## config.mk

```make
export PLATFORM = sky130hd
export DESIGN_NAME = mems_scan_sequencer
export DESIGN_NICKNAME = d
export VERILOG_FILES = /design/src/rtl/mems_scan_sequencer.sv
export SDC_FILE = /design/constraint.sdc
export NUM_CORES = 1
export LEC_CHECK = 0
export CAP_MARGIN = 20
export CORE_UTILIZATION = 35
export CTS_BUF_LIST = sky130_fd_sc_hd__clkbuf_8
export CTS_CLUSTER_DIAMETER = 30
export DETAILED_ROUTE_END_ITERATION = 10
export HOLD_SLACK_MARGIN = 0.15
export SYNTH_ARGS = -nofsm -noshare
export SYNTH_HDL_FRONTEND = slang
export SYNTH_SLANG_ARGS = --single-unit
export TNS_END_PERCENT = 1
```

## constraint.sdc

```tcl
create_clock -name clk -period 4.2 [get_ports clk]
set_input_delay 0.84 -clock clk [delete_from_list [all_inputs] [get_ports clk]]
set_output_delay 0.84 -clock clk [all_outputs]
set_load 0.02 [all_outputs]
```

## src/rtl/mems_scan_sequencer.sv

```systemverilog
// Raster-scan command sequencer feeding a 24-bit MEMS DAC SPI master.
// After reset it sends the DAC reference-enable word. After that, on every
// point tick it sends one X word (channel A) and one Y word (channel B,
// update-all). X traces a triangle wave. Y advances by one step at each
// X turnaround.
//
// Ports:
//   clk         single clock domain
//   rst         synchronous active-low reset
//   en          scan enable (gates the point-rate divider)
//   spi_busy    SPI master busy
//   spi_done    SPI master end-of-word pulse (new_data)
//   spi_data    24-bit word presented to the SPI master data_in
//   spi_start   one-cycle start pulse to the SPI master
//   frame_wrap  one-cycle pulse when Y wraps back to Y_MIN
//   overrun     sticky flag, set when a point tick is dropped
//   scan_busy   high whenever the sequencer is not IDLE
module mems_scan_sequencer #(
    parameter int unsigned POINT_DIV = 2000,
    parameter logic [15:0] X_MIN     = 16'h1000,
    parameter logic [15:0] X_MAX     = 16'hF000,
    parameter logic [15:0] X_STEP    = 16'h0100,
    parameter logic [15:0] Y_MIN     = 16'h1000,
    parameter logic [15:0] Y_MAX     = 16'hF000,
    parameter logic [15:0] Y_STEP    = 16'h0400
) (
    input  logic        clk,
    input  logic        rst,
    input  logic        en,
    input  logic        spi_busy,
    input  logic        spi_done,
    output logic [23:0] spi_data,
    output logic        spi_start,
    output logic        frame_wrap,
    output logic        overrun,
    output logic        scan_busy
);

    localparam int unsigned CNT_W = $clog2(POINT_DIV);
    localparam logic [CNT_W-1:0] CNT_LAST = CNT_W'(POINT_DIV - 1);
    localparam logic [23:0] INIT_WORD = 24'h380001;

    typedef enum logic [2:0] {
        INIT_SEND,
        INIT_WAIT,
        IDLE,
        X_SEND,
        X_WAIT,
        Y_SEND,
        Y_WAIT
    } state_t;

    state_t            state, state_nxt;
    logic [CNT_W-1:0]  cnt;
    logic              tick_pend;
    logic [15:0]       x, x_nxt;
    logic [15:0]       y, y_nxt;
    logic              dir_up, dir_up_nxt;
    logic              start_nxt;
    logic [23:0]       data_nxt;
    logic              wrap_nxt;
    logic              line_end;
    logic              tick_c;
    logic              launch_c;
    logic [16:0]       x_up_sum;
    logic [16:0]       x_dn_lim;
    logic [16:0]       y_up_sum;

    assign tick_c   = en && (cnt == CNT_LAST);
    assign launch_c = (state == IDLE) && tick_pend && en;
    assign x_up_sum = {1'b0, x} + {1'b0, X_STEP};
    assign x_dn_lim = {1'b0, X_MIN} + {1'b0, X_STEP};
    assign y_up_sum = {1'b0, y} + {1'b0, Y_STEP};

    // Point-rate divider, pending tick and sticky overrun
    always_ff @(posedge clk) begin
        if (!rst) begin
            cnt       <= '0;
            tick_pend <= 1'b0;
            overrun   <= 1'b0;
        end else if (!en) begin
            cnt       <= '0;
            tick_pend <= 1'b0;
        end else begin
            cnt <= (cnt == CNT_LAST) ? '0 : cnt + CNT_W'(1);
            // A tick arriving in the launch cycle re-arms pend, so it is not lost
            if (tick_c)
                tick_pend <= 1'b1;
            else if (launch_c)
                tick_pend <= 1'b0;
            if (tick_c && tick_pend && !launch_c)
                overrun <= 1'b1;
        end
    end

    // State, coordinate and output registers
    always_ff @(posedge clk) begin
        if (!rst) begin
            state      <= INIT_SEND;
            x          <= X_MIN;
            y          <= Y_MIN;
            dir_up     <= 1'b1;
            spi_start  <= 1'b0;
            spi_data   <= '0;
            frame_wrap <= 1'b0;
            scan_busy  <= 1'b1;
        end else begin
            state      <= state_nxt;
            x          <= x_nxt;
            y          <= y_nxt;
            dir_up     <= dir_up_nxt;
            spi_start  <= start_nxt;
            spi_data   <= data_nxt;
            frame_wrap <= wrap_nxt;
            scan_busy  <= (state_nxt != IDLE);
        end
    end

    // Next-state, next-output and coordinate update
    always_comb begin
        state_nxt  = state;
        start_nxt  = 1'b0;
        data_nxt   = spi_data;
        x_nxt      = x;
        y_nxt      = y;
        dir_up_nxt = dir_up;
        wrap_nxt   = 1'b0;
        line_end   = 1'b0;

        case (state)
            INIT_SEND: begin
                if (!spi_busy) begin
                    start_nxt = 1'b1;
                    data_nxt  = INIT_WORD;
                    state_nxt = INIT_WAIT;
                end
            end
            INIT_WAIT: begin
                if (spi_done)
                    state_nxt = IDLE;
            end
            IDLE: begin
                if (tick_pend && en)
                    state_nxt = X_SEND;
            end
            X_SEND: begin
                if (!spi_busy) begin
                    start_nxt = 1'b1;
                    data_nxt  = {8'h00, x};
                    state_nxt = X_WAIT;
                end
            end
            X_WAIT: begin
                if (spi_done)
                    state_nxt = Y_SEND;
            end
            Y_SEND: begin
                if (!spi_busy) begin
                    start_nxt = 1'b1;
                    data_nxt  = {8'h11, y};
                    state_nxt = Y_WAIT;
                end
            end
            Y_WAIT: begin
                if (spi_done) begin
                    state_nxt = IDLE;
                    // Overshoot clamps to the bound so both X extremes are visited
                    if (dir_up) begin
                        if (x_up_sum >= {1'b0, X_MAX}) begin
                            x_nxt      = X_MAX;
                            dir_up_nxt = 1'b0;
                            line_end   = 1'b1;
                        end else begin
                            x_nxt = x_up_sum[15:0];
                        end
                    end else begin
                        if ({1'b0, x} <= x_dn_lim) begin
                            x_nxt      = X_MIN;
                            dir_up_nxt = 1'b1;
                            line_end   = 1'b1;
                        end else begin
                            x_nxt = x - X_STEP;
                        end
                    end
                    if (line_end) begin
                        if (y_up_sum > {1'b0, Y_MAX}) begin
                            y_nxt    = Y_MIN;
                            wrap_nxt = 1'b1;
                        end else begin
                            y_nxt = y_up_sum[15:0];
                        end
                    end
                end
            end
            default: state_nxt = INIT_SEND;
        endcase
    end

endmodule

```

==> key figures, run 1 <==
Outcome
  – Outcome: completed

Layout
  – Fin cells: 429
  – Number of diodes: 0
  – Nets: 343
  – Share of cells above drive strength 1: 0.04505
  – Most frequent cells in the layout: 47 x dfxtp_1, 32 x nor2_1, 28 x nand2_1, 28 x clkdlybuf4s50_1, 27 x a21oi_1
  – Commonest non-fill, non-tap cell in the layout: dfxtp_1
  – Area Growth Syn to Fin: 15.02%

CTS
  – Clk_lat worst skew: 0.30 ns
  – Worst-path clk slew: 0.09 ns
  – # resized after CTS: 0
  – CTS Hold Bufs: 0
  – Total CTS buffers: 5
  – Clk root buf: clkbuf_8
  – CTS max path bufs: 2
  – CTS Sinks: 47
  – Post-CTS Setup Inserts: 0
  – CTS tree: done
  – CTS H-Tree Depth: 2

Logic synthesis
  – Main combinational cell family by area after synthesis: compound AO/OA/AOI/OAI gates
  – Post-Syn Instances: 324
  – Mapped Area: 2565 sq um
  – Post-Synth XOR/XNOR Area: 0.05122
  – Ys async rst share: 0
  – Post-Synth Adder-Cell Area: 0.02927
  – Mux contribution to synthesized area: 0.004390
  – Biggest area consumer among synthesized cells: dfxtp_1
  – Compound-gate portion of the synthesized area: 0.2405
  – Top_reg_cell synth: dfxtp_1
  – Synth area leaders: dfxtp_1 37%, a21oi_1 5.3%, nor2_1 4.7%
  – Synth cell types: 53
  – Synth Register Bits: 47
  – Sequential area share after synthesis: 0.3668
  – Post-synth EDFFs: 0
  – Syn_area_per_cell: 7.917 sq um
  – Top-area cell type share of the netlist area: 0.3668
  – YS warnings: 0
  – Synth Area in Simple Gates: 0.2224

Timing
  – Slew @ Worst Pin: 0.8049 ns
  – Final Hold Viols: 0
  – FMAX: 0.3254 GHz
  – Setup TNS Final: 0 ns
  – Final Max Tran Viols: 0
  – Slew headroom: 0.4634
  – Min Tclk post-route: 3.073 ns
  – Clk_skew: 0.01062 ns
  – # setup viols final: 0
  – RSZ-0062 raised after global routing: no
  – Tcrit/Tclk final: 0.7317

Route
  – DRC errors left: 0
  – Drt first pass iters: 4
  – Antenna-violating nets left: 0
  – Initial DRC count: 88
  – Routed WL: 5530 microns
  – DR vias: 2258
  – Routed len/inst: 12.89 microns
  – Vias per cell: 5.263

Die
  – I/O pin count: 33
  – Die Span Y: 87.61 microns
  – Initial Util: 0.3694
  – Die Area: 7675 sq um
  – Die Span X: 87.61 microns
  – Core Area: 6944 sq um
  – Row count: 30

Global route
  – Global route overflow: 0
  – Pin count of the biggest net entering global routing: 23
  – GRT Overall Usage: 0.1577
  – Initial antenna violation count: 0
  – Vias in the first global route: 2019
  – First-pass GRT wire length: 9528 microns

Setup path
  – CP Launch Type: primary input
  – Worst endpoint required time: 4.42 ns
  – Crit Path Category: primary input to flip-flop
  – Slowest cell on crit path: a311oi_2
  – CP max FO: 13
  – CP max stage delay: 0.78 ns
  – Worst setup EP type: flip-flop
  – Worst Path Arrival: 3.29 ns
  – Worst-path cell chain: clkdlybuf4s50_1, inv_1, or3_1, a311oi_2, nand2_1, o31ai_2

Place
  – Placed cells: 421
  – HPWL after DPL: 4004 microns
  – PortBufs: 28
  – Placer Congestion: 0.8399

Run
  – Max-cap violations: 0

Worst hold path
  – Hold WC Path Type: flip-flop to flip-flop

Power and ir drop
  – Pleak: 1.066 nW
  – Pwr/cell area: 369.5 nW/um^2
  – Worst vdd rail ir drop: 0.0002655 V
-- cell type report --
class / instances / area (sq um)
Timing Repair Buffer: 30 / 295.3
Tap cell: 96 / 120.1
Clock inverter: 3 / 63.81
Sequential cell: 47 / 940.9
Clock buffer: 5 / 68.82
Inverter: 11 / 41.29
Multi-Input combinational cell: 237 / 1420
Fill cell: 726 / 3994
-- synth_stat cells (all sizes together) (3+ instances only) --
cell / number
a21o: 3
nand4: 3
o211ai: 4
nand2: 28
nor2: 32
inv: 11
and3: 9
o21ai: 23
dfxtp: 47
a31oi: 3
xnor2: 8
nor2b: 8
nand3: 19
xor2: 7
a21oi: 28
clkbuf: 18
nor3: 7
ha: 6
buf: 14
a22o: 6
o31ai: 5
a22oi: 3
-- stage by stage --
stage / utilization / worst slack (ns) / power (W) / instance area (sq um) / hold slack (ns)
6_report: 0.4249 / 1.127 / 0.001090 / 2950 / 0.4565
5_1_grt: 0.4249 / 0.9468 / 0.001157 / 2950 / 0.4898
4_1_cts: 0.4249 / 1.154 / 0.001106 / 2950 / 0.4601
3_5_place_dp: 0.4058 / 0.8542 / 0.0007159 / 2818 / 0.4451
3_3_place_gp: 0.4058 / 0.9411 / 0.0007147 / 2818 / 0.4271
2_1_floorplan: - / 2.068 / 0.0006599 / 2576 / 0.4132
-- final timing paths --
check                                               start                         to  slack, ns  cells after the start
worst max-delay path                             spi_done         y[10]$_SDFFE_PN0P_       1.13                      6
worst min-delay path            spi_data[15]$_SDFFE_PN0P_  spi_data[15]$_SDFFE_PN0P_       0.46                      2
worst max register to register         x[10]$_SDFFE_PN0P_         y[10]$_SDFFE_PN0P_       1.25                      6
worst min register to register  spi_data[15]$_SDFFE_PN0P_  spi_data[15]$_SDFFE_PN0P_       0.46                      2
-- kinds of logic (layout without fill, tap and decap cells) --
family	after synthesis	in the layout
AOI/OAI and AO/OA	93	93
xor gates and xnor gates	15	15
muxes	1	1
DFF	47	47
adders and majority gates	6	6
buffers and inverters	43	49
and+or+nand+nor	118	118
other	1	4
-- report_power, final --
part           switching, W  internal [W]  leakage (nW)
Combinational      0.000111     0.0000790         0.616
Sequential        0.0000462      0.000469         0.381
Clock              0.000150      0.000235        0.0695
-- metal layers --
metal | GRT usage | up-vias | wire [microns]
met5 | 0 | - | 0
met4 | 0.04620 | 0 | 57
met3 | 0.03393 | 4 | 210
met2 | 0.2415 | 47 | 2483
met1 | 0.2229 | 1054 | 2778
li1 | - | 1153 | -
-- worst max-delay path: cells and delay by family --
kind	cells	cell delay, ns
buf+inv	2	0.63
compound gates	2	1.02
simple gates	2	0.79
-- sequential cells by signal (all words and copies together) (netlist names) --
name / cells
spi_start: 1
dir_up: 1
overrun: 1
y: 6
state: 3
frame_wrap: 1
cnt: 11
spi_data: 13
scan_busy: 1
tick_pend: 1
x: 8
(Power assumes the default switching activity.)
==> inputs of run 2 (changes only) <==
==> constraint.sdc (replaced) <==
create_clock -name clk -period 2.5 [get_ports clk]
set_input_delay 0.5 -clock clk [delete_from_list [all_inputs] [get_ports clk]]
set_output_delay 0.5 -clock clk [all_outputs]
set_load 0.02 [all_outputs]
==> key figures, run 2 (synthesized netlist as in run 1, its figures left out) <==
Outcome
  – Outcome: completed (unchanged)

Setup path
  – Worst path most repeated cell: a311oi_2
  – CP max FO: 11 (was 13)
  – Slowest cell on crit path: a2111o_1 (was a311oi_2)
  – CP max stage delay: 0.47 ns (was 0.78 ns)
  – Worst Path Arrival: 2.49 ns (was 3.29 ns)
  – Worst-path cell chain: nand3_2, or3_1, a2111o_1, a311oi_2, buf_4, a21oi_2, a311oi_2 (was clkdlybuf4s50_1, inv_1, or3_1, a311oi_2, nand2_1, o31ai_2)
  – Reg2reg path depth: 7 (was 6)
  – Worst endpoint required time: 2.72 ns (was 4.42 ns)
  – Worst setup EP type: flip-flop (unchanged)
  – Crit Path Category: flip-flop to flip-flop (was primary input to flip-flop)
  – CP Launch Type: flip-flop (was primary input)

Run
  – Max-cap violations: 0 (unchanged)

CTS
  – # resized after CTS: 0 (unchanged)
  – CTS H-Tree Depth: 2 (unchanged)
  – CTS max path bufs: 2 (unchanged)
  – Clk root buf: clkbuf_8 (unchanged)
  – Total CTS buffers: 5 (unchanged)
  – Post-CTS Setup Inserts: 0 (unchanged)
  – CTS Sinks: 47 (unchanged)
  – Worst-path clk slew: 0.09 ns (about the same)
  – Clk_lat worst skew: 0.30 ns (about the same)
  – CTS Hold Bufs: 0 (unchanged)
  – CTS tree: done (unchanged)

Layout
  – Most frequent cells in the layout: 46 x dfxtp_1, 32 x nor2_1, 28 x nand2_1, 28 x clkdlybuf4s50_1, 27 x a21oi_1 (was 47 x dfxtp_1, 32 x nor2_1, 28 x nand2_1, 28 x clkdlybuf4s50_1, 27 x a21oi_1)
  – Final Core Density: 0.4386 (was 0.4249)
  – Largest Register: spi_data (unchanged)
  – Layout fillers: 705 (was 726)
  – Nets: 355 (was 343)
  – Biggest regs: spi_data x13, cnt x11, x x8 (unchanged)
  – Area Growth Syn to Fin: 18.73% (was 15.02%)
  – Commonest non-fill, non-tap cell in the layout: dfxtp_1 (unchanged)
  – Fin cells: 441 (was 429)
  – Share of cells above drive strength 1: 0.08406 (was 0.04505)
  – Number of diodes: 0 (unchanged)
  – Max reg flops: 13 (unchanged)

Power and ir drop
  – Pleak: 1.122 nW (was 1.066 nW)
  – Combinational power share: 0.204 (was 0.174)
  – Switch share: 0.2849 (was 0.2815)
  – Net switching power: 0.0005330 W (was 0.0003069 W)
  – Internal power: 0.001338 W (was 0.0007833 W)
  – Pwr/cell area: 614.2 nW/um^2 (was 369.5 nW/um^2)
  – Worst vdd rail ir drop: 0.0003291 V (was 0.0002655 V)
  – Reg power frac: 0.440 (was 0.472)
  – Clock power share: 0.355 (was 0.354)

Timing
  – Slew headroom: 0.5838 (was 0.4634)
  – Final Max Tran Viols: 0 (unchanged)
  – Slew @ Worst Pin: 0.6162 ns (was 0.8049 ns)
  – # setup viols final: 0 (unchanged)
  – Min Tclk post-route: 2.268 ns
  – Final Hold Slack: 0.4487 ns (was 0.4565 ns)
  – Setup TNS Final: 0 ns (unchanged)
  – Final Hold Viols: 0 (unchanged)
  – RSZ-0062 raised after global routing: no (unchanged)
  – Tcrit/Tclk final: 0.9071
  – FMAX: 0.4410 GHz
  – Clk_skew: 0.004844 ns (was 0.01062 ns)

Global route
  – First-pass GRT wire length: 9763 microns (was 9528 microns)
  – Vias in the first global route: 2070 (was 2019)
  – Global route overflow: 0 (unchanged)
  – GRT Overall Usage: 0.1619 (was 0.1577)
  – Pin count of the biggest net entering global routing: 22 (was 23)
  – Initial antenna violation count: 0 (unchanged)

Route
  – Routed WL: 5720 microns (was 5530 microns)
  – Vias per cell: 5.177 (was 5.263)
  – DR vias: 2283 (was 2258)
  – Drt first pass iters: 4 (unchanged)
  – Initial DRC count: 127 (was 88)
  – Antenna-violating nets left: 0 (unchanged)
  – DRC errors left: 0 (unchanged)
  – Routed len/inst: 12.97 microns (was 12.89 microns)

Place
  – PortBufs: 28 (unchanged)
  – HPWL after DPL: 4191 microns (was 4004 microns)
  – Placed cells: 433 (was 421)
  – Placer Congestion: 0.8724 (was 0.8399)

Worst hold path
  – Worst hold path depth: 1 (was 2)
  – Hold WC Path Type: flip-flop to flip-flop (unchanged)

Die
  – Core Area: 6944 sq um (unchanged)
  – Die Span X: 87.61 microns (unchanged)
  – Initial Util: 0.3694 (unchanged)
  – Row count: 30 (unchanged)
  – Die Area: 7675 sq um (unchanged)
  – I/O pin count: 33 (unchanged)
  – Die Span Y: 87.61 microns (unchanged)
## run 2: changes by cell type in the layout (fill, tap and decap cells not counted)
cell / delta
buf_4: +12
clkinvlp_4: +1
dfxtp_1: -1
dfxtp_2: +1
inv_1: -1
## run 2: worst max-delay path: cells and delay by family (launching register included)
kind	cells	cell delay, ns
AND/OR/NAND/NOR	2	0.51
buffers and inverters	1	0.21
AO/OA/AOI/OAI	4	1.04
flip-flops	1	0.42
## run 2: per-layer routing
metal  vias up  share of wire  track usage
li1       1171              -            -
met1      1066           0.50       0.2276
met2        38           0.45       0.2443
met3         8          0.033      0.03299
met4         0          0.015      0.06110
met5         -              0            0
## run 2: area by class of cell
cell class                      count  area (sq um)  share of cell area
Clock buffer                        5         68.82             0.02260
Clock inverter                      3         67.56             0.02219
Inverter                           11         41.29             0.01356
Multi-Input combinational cell    237          1420              0.4663
Sequential cell                    47         942.2              0.3094
Tap cell                           96         120.1             0.03944
Timing Repair Buffer               42         385.4              0.1265
## run 2: path summary, 6_finish.rpt
path	startpoint	end	slack (ns)
min	cnt[0]$_SDFF_PP0_	cnt[0]$_SDFF_PP0_	0.45
max	x[9]$_SDFFE_PN0P_	y[14]$_SDFFE_PN0P_	0.23
min reg2reg	cnt[0]$_SDFF_PP0_	cnt[0]$_SDFF_PP0_	0.45
max reg2reg	x[9]$_SDFFE_PN0P_	y[14]$_SDFFE_PN0P_	0.23
## run 2: stage by stage
step / total power [W] / setup slack (ns) / instance area [sq um]
after floorplan: 0.001109 / 0.3681 / 2576
after global placement: 0.001220 / 0.1441 / 2908
after detailed placement: 0.001225 / 0.1172 / 2908
after CTS: 0.001897 / 0.1803 / 3044
after global routing: 0.001974 / 0.04457 / 3045
final: 0.001871 / 0.2323 / 3045
## run 2: power by group through the flow
stage                     logic, W  clock network, W  registers, W
after CTS                 0.000385          0.000688      0.000824
after floorplan           0.000250                 0      0.000859
after global routing      0.000426          0.000718      0.000830
after detailed placement  0.000383                 0      0.000842
after global placement    0.000380                 0      0.000840
final                     0.000382          0.000665      0.000824
